<file path="src/rtl/seven_seg_scan.sv">
// rtl/seven_seg_scan.sv - four-digit multiplexed seven-segment scanner with anti-ghost blanking
// Optional blink support is compiled in with `define SEVSEG_BLINK_EN.
module seven_seg_scan #(
   parameter int REFRESH_DIV  = 100000,
   parameter int BLANK_CYCLES = 1000,
   parameter int BLINK_SCANS  = 64
) (
   input  logic        clk,
   input  logic        reset,
   input  logic [15:0] digits,
   input  logic [3:0]  digitsToDisplay,
   input  logic        storageFull,
   input  logic        blink,
   output logic [3:0]  an,
   output logic [6:0]  seg,
   output logic        dp
);

   localparam int CW = (REFRESH_DIV > 1) ? $clog2(REFRESH_DIV) : 1;
   localparam logic [CW-1:0] CNT_LAST  = CW'(REFRESH_DIV - 1);
   localparam logic [CW-1:0] CNT_BLANK = CW'(BLANK_CYCLES);

   logic [CW-1:0] cnt_q, cnt_d;
   logic [1:0]    idx_q, idx_d;
   logic [15:0]   snap_dig_q;
   logic [3:0]    snap_en_q;
   logic          snap_sf_q;
   logic [3:0]    an_q;
   logic [6:0]    seg_q;
   logic          dp_q;

   logic          wrap;
   logic          lit;
   logic          blink_dark;
   logic [3:0]    nib;
   logic [6:0]    seg_dec;

   always_comb begin
      wrap  = (cnt_q == CNT_LAST);
      cnt_d = wrap ? '0 : cnt_q + 1'b1;
      idx_d = wrap ? idx_q + 2'd1 : idx_q;
      nib   = snap_dig_q[{idx_q, 2'b00} +: 4];
      lit   = (cnt_q >= CNT_BLANK) && snap_en_q[idx_q] && !blink_dark;
      case (nib)
         4'h0:    seg_dec = 7'b1000000;
         4'h1:    seg_dec = 7'b1111001;
         4'h2:    seg_dec = 7'b0100100;
         4'h3:    seg_dec = 7'b0110000;
         4'h4:    seg_dec = 7'b0011001;
         4'h5:    seg_dec = 7'b0010010;
         4'h6:    seg_dec = 7'b0000010;
         4'h7:    seg_dec = 7'b1111000;
         4'h8:    seg_dec = 7'b0000000;
         4'h9:    seg_dec = 7'b0010000;
         4'hA:    seg_dec = 7'b0001000;
         4'hB:    seg_dec = 7'b0000011;
         4'hC:    seg_dec = 7'b1000110;
         4'hD:    seg_dec = 7'b0100001;
         4'hE:    seg_dec = 7'b0000110;
         default: seg_dec = 7'b0001110;
      endcase
   end

`ifdef SEVSEG_BLINK_EN
   localparam int SW = (BLINK_SCANS > 1) ? $clog2(BLINK_SCANS) : 1;
   localparam logic [SW-1:0] SCAN_LAST = SW'(BLINK_SCANS - 1);

   logic [SW-1:0] scan_q;
   logic          phase_q;

   // A scan completes when the last slot of digit 3 wraps.
   always_ff @(posedge clk) begin
      if (reset) begin
         scan_q  <= '0;
         phase_q <= 1'b0;
      end else if (wrap && idx_q == 2'd3) begin
         if (scan_q == SCAN_LAST) begin
            scan_q  <= '0;
            phase_q <= ~phase_q;
         end else begin
            scan_q <= scan_q + 1'b1;
         end
      end
   end

   assign blink_dark = blink & phase_q;
`else
   localparam int unused_blink_scans = BLINK_SCANS;
   logic unused_blink;
   assign unused_blink = blink;
   assign blink_dark   = 1'b0;
`endif

   // Inputs are sampled only at the start of a scan so a scan never mixes old and new digits.
   always_ff @(posedge clk) begin
      if (reset) begin
         cnt_q      <= '0;
         idx_q      <= 2'd0;
         snap_dig_q <= 16'h0000;
         snap_en_q  <= 4'h0;
         snap_sf_q  <= 1'b0;
         an_q       <= 4'hF;
         seg_q      <= 7'h7F;
         dp_q       <= 1'b1;
      end else begin
         cnt_q <= cnt_d;
         idx_q <= idx_d;
         if (cnt_q == '0 && idx_q == 2'd0) begin
            snap_dig_q <= digits;
            snap_en_q  <= digitsToDisplay;
            snap_sf_q  <= storageFull;
         end
         an_q  <= lit ? ~(4'b0001 << idx_q) : 4'hF;
         seg_q <= lit ? seg_dec : 7'h7F;
         dp_q  <= !(lit && idx_q == 2'd0 && snap_sf_q);
      end
   end

   assign an  = an_q;
   assign seg = seg_q;
   assign dp  = dp_q;

endmodule

</file>
<file path="config.mk">
export PLATFORM = sky130hd
export DESIGN_NAME = seven_seg_scan
export DESIGN_NICKNAME = d
export VERILOG_FILES = /design/src/rtl/seven_seg_scan.sv
export SDC_FILE = /design/constraint.sdc
export NUM_CORES = 1
export LEC_CHECK = 0
export BUFFER_PORTS_ARGS = -buffer_cell sky130_fd_sc_hd__buf_4
export CAP_MARGIN = 20
export CELL_PAD_IN_SITES_DETAIL_PLACEMENT = 1
export CELL_PAD_IN_SITES_GLOBAL_PLACEMENT = 1
export CORE_MARGIN = 2
export CORE_UTILIZATION = 25
export CTS_CLUSTER_SIZE = 28
export DETAILED_ROUTE_END_ITERATION = 6
export MAX_ROUTING_LAYER = met4
export PLACE_DENSITY = 0.56
export SYNTH_ARGS = -nofsm -noshare
export SYNTH_HDL_FRONTEND = slang
export SYNTH_SLANG_ARGS = --single-unit
</file>
<file path="constraint.sdc">
create_clock -name clk -period 3.7 [get_ports clk]
set_input_delay 0 -clock clk [delete_from_list [all_inputs] [get_ports clk]]
set_output_delay 0 -clock clk [all_outputs]
set_load 0.005 [all_outputs]
</file>
; Yosys cells after proc, flatten, opt, wreduce, memory -nomap -nowiden
; Memories as Yosys holds them, arrays and structs flattened. A register that Yosys moved wholly into a read port is not among the register bits.
; Index checks and enable logic that the tools add are counted.
[classes]
addsub = 2
order_cmp = 2
n_eq_ne = 1
shifts = 2
mux = 2
bitwise = 2
reduce_logical = 9
[op_table]
columns = operator, n
row1 = 17-bit by 1-bit adder with 17-bit output (second input constant), 1
row2 = 17-bit equality test (second input constant), 1
row3 = 17-bit by 10-bit >= comparator with 1-bit output (second input constant), 1
row4 = 17-bit logical NOT, 1
row5 = 16-bit by 5-bit variable part select with 4-bit output, 1
row6 = 1-bit logical AND, 4
row7 = 4-bit inverter, 1
row8 = 2-bit OR reduction, 2
row9 = 1-bit by 2-bit left shift with 4-bit output (first input constant), 1
row10 = 2-bit by 3-bit less-than comparator with 1-bit output (second input constant), 1
row11 = 2-bit by 1-bit adder with 2-bit output (second input constant), 1
row12 = 1-bit binary-select mux with 2-bit select, 1
row13 = 2-bit logical NOT, 1
row14 = 1-bit logical NOT, 1
row15 = 1-bit two-way mux, 1
row16 = 1-bit inverter, 1
[word_totals]
regBits = 45
rom_bits = 112
inputBits = 24
mem_count = 1
[memory_table]
columns = name, depth, word_bits, read_ports, rd_clocked_by_memory_dff, wr, line_no
row1 = (no name shown), 16, 7, 1, 1, 0, 44  ; case (nib)

; Logic depth before layout (Yosys ltp)
; Gate-level depths: netlist of the first run.
[depth]
depth_word = 6
mapped_depth = 7
ltp_nobuf = 6

; Least setup slack after synthesis of the first run
; Ideal clock, no wire load.
[synth_timing]
path_type = register to register
start = register idx_q[0]
end = register seg_q[3] (netlist: seg[3])
arrival_ns = 1.855
required_time_ns = 3.579
setup_slack_ns = 1.724
path_stages_with_launch = 7
n_path_buf = 1
path_cell_list = dfxtp_1 > buf_2 > mux4_2 > ha_1 > or2_2 > a21oi_1 > o21ai_0
[synth_via]
elab_chain_len = 5
elab_cells_between_ends = 6
classes_between = 1 x shift / 2 x mux / 1 x bitwise / 2 x reduce/logical
[synth_rtl]
columns = element, line_no
row1 = start: declaration, 24  ; logic [1:0] idx_q, idx_d;
row2 = start signal: assignment, 107  ; idx_q <= idx_d;
row3 = 1-bit binary-select mux with 2-bit select, 43  ; lit = (cnt_q >= CNT_BLANK) && snap_en_q[idx_q] && !blink_dark;
row4 = 1-bit two-way mux (not written as such), 43
row5 = 1-bit logical AND, 43
row6 = 1-bit inverter (no line), -
row7 = 2-bit OR reduction (no line), -
row8 = end: declaration, 29  ; logic [6:0] seg_q;
; Several ways; a longest one is shown, not always the timed one. The select of a mux whose other input is x is not followed.
; A chain may end at the register's enable or synchronous reset.

; Final worst setup path of the first run
; Same ends and word-level chain as after synthesis.

==> results of run 1 <==
[worst register-to-register path: cells and delay by family, from the launching register on]
kind | cells | cell delay, ns
AOI/OAI and AO/OA | 2 | 0.24
adders and majority gates | 1 | 0.31
DFF | 1 | 0.69
and+or+nand+nor | 1 | 0.33
muxes | 1 | 0.67
[cells in the mapped netlist, drive strengths merged, types with 4 or more instances]
library cell and instances:
a21oi 30, and4 6, buf 6, clkbuf 15, dfxtp 52, ha 12, inv 9, mux2i 4
mux4 5, nand2 15, nand3 31, nand4 8, nor2 13, o21ai 29, or4 4, xor2 11
[cell families (layout without fill, tap and decap cells)]
family | after synthesis | in the layout | share of synthesized area, %
AOI/OAI and AO/OA | 69 | 69 | 15.0
xor gates and xnor gates | 12 | 12 | 4.23
adders and majority gates | 12 | 12 | 6.05
buffers and inverters | 30 | 73 | 5.09
DFF | 52 | 52 | 41.9
muxes | 10 | 10 | 6.60
and+or+nand+nor | 97 | 97 | 21.1
[power by group]
group | leakage (uW) | internal [uW] | switching [uW]
clock | 0.0000445 | 152 | 186
sequential | 0.000424 | 584 | 15.7
combinational | 0.000677 | 77.0 | 82.3
[worst paths after layout]
path                  start  endpoint  depth (start not counted)
hold reg to reg   snap_sf_q        dp                          1
setup / recovery   idx_q[0]    seg[3]                          5
setup reg to reg   idx_q[0]    seg[3]                          5
hold / removal        reset  cnt_q[4]                          2
[flip-flops by register name, indices dropped and copies added (netlist names)]
register and count:
dp 1, snap_en_q 4, an 4, snap_dig_q 16, seg 7, cnt_q 17, snap_sf_q 1, idx_q 2
[layer usage]
layer	vias to the layer above	track usage [%]	part of all wire, %
met5	-	-	0
met4	0	4.15	1.6
met3	7	1.89	2.1
met2	29	19.8	45
met1	1023	16.3	51
li1	1092	-	-
[through the flow]
stage	total power (uW)	hold WS, ns
3_5_place_dp	754	0.275
5_1_grt	1160	0.0746
4_1_cts	1120	0.0488
3_3_place_gp	751	0.273
6_report	1100	0.0669
2_1_floorplan	708	0.152
[layout make-up]
type | instances | area share [%]
clock buffers | 7 | 2.76
clock inverters | 1 | 0.240
inverters | 9 | 1.08
multi-input cells | 200 | 42.2
flip-flops and latches | 52 | 33.3
well taps | 133 | 5.32
repair buffers | 56 | 15.1
==> impl_metrics.py, run 1 <==
metrics = {
    "status": {
        "status": "finished clean",
    },
    "worst_setup_path": {
        "cp.required_ns": 3.88,
        "cp_data_arrival_time_ns": 2.53,
        "cp_max_fo": 10,
        "max_stage_delay_ns": 0.69,
        "crit_chain": "mux4_2 > ha_1 > or2_2 > a21oi_1 > o21ai_0",
        "critPathKind": "register to register",
        "critPathBufInv": 0,
        "worst_path_max_delay_cell": "dfxtp_1",
        "setup.worst_path.start_class": "register",
        "cp_top_family": "flip-flops",
        "r2r_setup_slack_ns": 1.35,
        "critPathCaptureType": "register",
    },
    "layout": {
        "final_cells": 458,
        "layout.nets": 360,
        "area_growth_pct": 26.0,
        "design_area_mm2": 0.00313,
        "regArea_mm2": 0.00104,
        "final_common_cell": "dfxtp_1",
        "drive_gt1_share_pct": 16.0,
        "antennaDiodeCount": 0,
        "fillers": 1185,
        "multi_input_area_mm2": 0.00132,
        "post-route-util_pct": 32.2,
        "final_cell_mix": "52 x dfxtp_1, 35 x buf_4, 31 x nand3_1, 30 x a21oi_1, 29 x o21ai_0",
    },
    "clock_tree": {
        "cts_made_buffers": 5,
        "clock_path_buffers": 2,
        "hold_buffers": 21,
        "cts.sinks": 52,
        "clk-insertion-delay-late_ns": 0.30,
        "htree_levels": 2,
        "clock-root-buffer": "clkbuf_8",
        "ctsResizeCount": 0,
        "post_cts_buffers": 0,
        "tritoncts": "yes",
        "clk_pin_slew_ns": 0.10,
    },
    "sta": {
        "setup_viol": 0,
        "tightest_slew_ns": 0.799,
        "hold_violations": 0,
        "max_freq_ghz": 0.425,
        "layout_setup_ws_ns": 1.35,
        "fin_crit_ns": 2.35,
        "finClkSkew_ns": 0.0112,
        "period_share_pct": 63.6,
        "relSlewSlack_pct": 46.6,
        "rsz0062_at_grt": "false",
        "slew_violations": 0,
        "fin_tns_setup_ns": 0,
    },
    "synthesis": {
        "yosysSeqAreaShare_pct": 41.9,
        "netlist.top_cell.by_area": "dfxtp_1",
        "ys.flop_type": "dfxtp_1",
        "syn_nets": 318,
        "yosys_warnings": 0,
        "ys_types": 37,
        "postSynthCellCount": 282,
        "yosys.area.top_type_share_pct": 41.9,
        "synthArstFlopShare_pct": 0,
        "synth_edf_count": 0,
        "postSynthAreaPerCell_um2": 8.81,
        "synth_area_mm2": 0.00248,
        "synth_seq_cells": 52,
        "synth.area.top_cells": "dfxtp_1 42%, nand3_1 6.2%, a21oi_1 6.0%",
    },
    "placed_design": {
        "dp.cells": 429,
        "post-place-ws_ns": 1.34,
        "place_area_mm2": 0.00283,
        "gp_congestion": 0.745,
        "dp.final_hpwl_mm": 4.13,
        "port-buffer-count": 34,
    },
    "detailed_routing": {
        "via_per_inst": 4.70,
        "routed_wl_mm": 6.31,
        "initialDrtViolationCount": 93,
        "ant_nets": 0,
        "first_pass_iters": 4,
        "dr_total_vias": 2151,
        "wl_per_cell_um": 13.8,
        "drc": 0,
    },
    "flow_run": {
        "drv_cap": 0,
    },
    "floorplanning": {
        "io_pins": 36,
        "core_mm2": 0.00973,
        "die_area_mm2": 0.0107,
        "chipHeight_um": 104,
        "rows": 36,
        "die_w_um": 104,
        "start_util_pct": 25.5,
    },
    "global_route": {
        "grt_antenna_before_repair": 0,
        "groute.usage.overall_pct": 12.5,
        "grt_pass1_vias": 2150,
        "grt_pass1_wl_mm": 10.6,
        "grt_max_degree": 27,
        "grt_overflow": 0,
    },
    "power": {
        "p_per_area_mw_per_mm2": 350,
        "ir_worst_vdd_mv": 0.136,
        "leakage_uw": 0.00115,
    },
    "min_path": {
        "hold_path.class": "input pin to register",
    },
}
No activity file was read; power rests on OpenSTA's default activity.
==> run 2: changes to the inputs <==
==> constraint.sdc (replaced) <==
create_clock -name clk -period 2.25 [get_ports clk]
set_input_delay 0 -clock clk [delete_from_list [all_inputs] [get_ports clk]]
set_output_delay 0 -clock clk [all_outputs]
set_load 0.005 [all_outputs]
==> run 2 against run 1 <==
  * Critical path depth stayed put
  * Clock power increased by 94%
  * First-iteration DRC count decreased by 19%
  * Clock skew about the same
  * Power increased by 74%
  * Wire length increased by 3.3%
  * Register-to-register slack worse by 1.1 ns
  * Sequential cell count unchanged
==> impl_metrics.py, run 2 (synthesized netlist as in run 1, its figures left out) <==
metrics = {
    "status": {
        "status": "finished clean",
    },
    "floorplanning": {
        "die_w_um": 104,
        "chipHeight_um": 104,
        "die_area_mm2": 0.0107,
        "rows": 36,
        "start_util_pct": 25.5,
        "io_pins": 36,
        "core_mm2": 0.00973,
    },
    "layout": {
        "top_register": "cnt_q",
        "final_common_cell": "dfxtp_1",
        "largest_reg_flops": 17,
        "antennaDiodeCount": 0,
        "post-route-util_pct": 33.1,
        "layout.nets": 369,
        "drive_gt1_share_pct": 18.9,
        "final_cell_mix": "52 x dfxtp_1, 44 x buf_4, 31 x nand3_1, 30 x a21oi_1, 29 x o21ai_0",
        "area_growth_pct": 29.5,
    },
    "worst_setup_path": {
        "startpoint": "cnt_q[14]",
        "worst_r2r_endpoint": "snap_dig_q[3]",
        "crit_chain": "or4_1 > or4_4 > buf_4 > o21ai_0 > a21oi_1",
        "r2r-start": "cnt_q[14]",
        "critPathKind": "register to register",
        "cp_max_fo": 21,
        "cp_top_family": "simple AND/OR/NAND/NOR gates",
        "worst_path_max_delay_cell": "or4_1",
        "cp.required_ns": 2.45,
        "cp_data_arrival_time_ns": 2.21,
        "r2r_setup_slack_ns": 0.23,
        "critPathBufInv": 1,
        "endpoint": "snap_dig_q[3]",
        "setup.worst_path.start_class": "register",
        "max_stage_delay_ns": 0.58,
        "crit_cells": 5,
        "critPathCaptureType": "register",
        "r2r_cells": 5,
    },
    "clock_tree": {
        "clk-insertion-delay-late_ns": 0.31,
        "clock_path_buffers": 2,
        "cts_made_buffers": 5,
        "htree_levels": 2,
        "tritoncts": "yes",
        "clock-root-buffer": "clkbuf_8",
        "cts.sinks": 52,
        "clk_pin_slew_ns": 0.10,
        "post_cts_buffers": 0,
    },
    "global_route": {
        "grt_max_degree": 27,
        "groute.usage.overall_pct": 13.0,
        "grt_overflow": 0,
        "grt_pass1_vias": 2200,
        "grt_pass1_wl_mm": 11.2,
        "grt_antenna_before_repair": 0,
    },
    "detailed_routing": {
        "dr_total_vias": 2170,
        "drc": 0,
        "first_pass_iters": 4,
        "wl_per_cell_um": 14.0,
        "ant_nets": 0,
        "via_per_inst": 4.65,
        "initialDrtViolationCount": 75,
        "routed_wl_mm": 6.52,
    },
    "sta": {
        "rsz0062_at_grt": "false",
        "finClkSkew_ns": 0.0112,
        "slew_violations": 0,
        "period_share_pct": 89.6,
        "max_freq_ghz": 0.496,
        "hold_violations": 0,
        "tightest_slew_ns": 0.448,
        "fin_crit_ns": 2.02,
        "relSlewSlack_pct": 69.9,
        "setup_viol": 0,
        "fin_tns_setup_ns": 0,
    },
    "power": {
        "ir_worst_vdd_mv": 0.255,
        "leakage_uw": 0.00120,
        "p_per_area_mw_per_mm2": 593,
    },
    "placed_design": {
        "port-buffer-count": 34,
        "gp_congestion": 0.740,
        "dp.final_hpwl_mm": 4.40,
    },
    "min_path": {
        "hold_path.class": "input pin to register",
    },
    "flow_run": {
        "drv_cap": 0,
    },
}
[run 2: cell types whose count changed in the layout (fill, tap and decap cells not counted)]
cell,before,now
and4_1,6,5
and4_2,0,1
buf_4,35,44
bufinv_16,0,1
clkbuf_1,1,0
clkbuf_8,6,5
clkinv_2,0,1
[run 2: worst min path at each step]
stage          startpoint        endpoint  cells after the start
2_1_floorplan   digits[0]   snap_dig_q[0]                      2
3_5_place_dp    digits[1]   snap_dig_q[1]                      3
3_3_place_gp    digits[9]   snap_dig_q[9]                      3
6_report            reset   snap_dig_q[8]                      2
5_1_grt             reset   snap_dig_q[9]                      2
4_1_cts             reset  snap_dig_q[10]                      2
[run 2: metal layers]
layer  up-vias  share of wire, %  global-route usage (%)
met5         -                 0                       -
met2        28                45                    19.3
met3         6               2.0                    2.08
met1      1028                52                    18.2
met4         0               1.4                    4.05
li1       1108                 -                       -
[run 2: layout make-up]
cell class	count	area, um2
Clock buffer	5	68.8
Clock inverter	3	42.5
Fill cell	1182	6510
Inverter	9	33.8
Multi-Input combinational cell	200	1320
Sequential cell	52	1040
Tap cell	133	166
Timing Repair Buffer	65	541
[run 2: metrics by stage]
stage	cell area, um2	instances	power (uW)	setup WS (ns)	hold WS [ns]
2_1_floorplan	2480	282	1160	0.274	0.152
3_3_place_gp	2890	438	1240	0.198	0.274
3_5_place_dp	2890	438	1250	0.156	0.275
4_1_cts	3220	467	1940	0.112	0.0592
5_1_grt	3220	467	2010	0.0423	0.0618
6_report	3220	467	1910	0.234	0.0618
[run 2: power breakdown]
part           leakage, uW  switching [uW]  internal [uW]  total, uW
combinational     0.000722             135            132        267
clock            0.0000541             326            330        655
sequential        0.000424            25.5            960        986
[run 2: what timing repair did]
| action | CTS | global route |
|---|---|---|
| hold buffers | 21 | 0 |
| gates resized for setup | 0 | 1 |
| setup endpoints to repair | 0 | 21 |
| hold endpoints to repair | 21 | 0 |
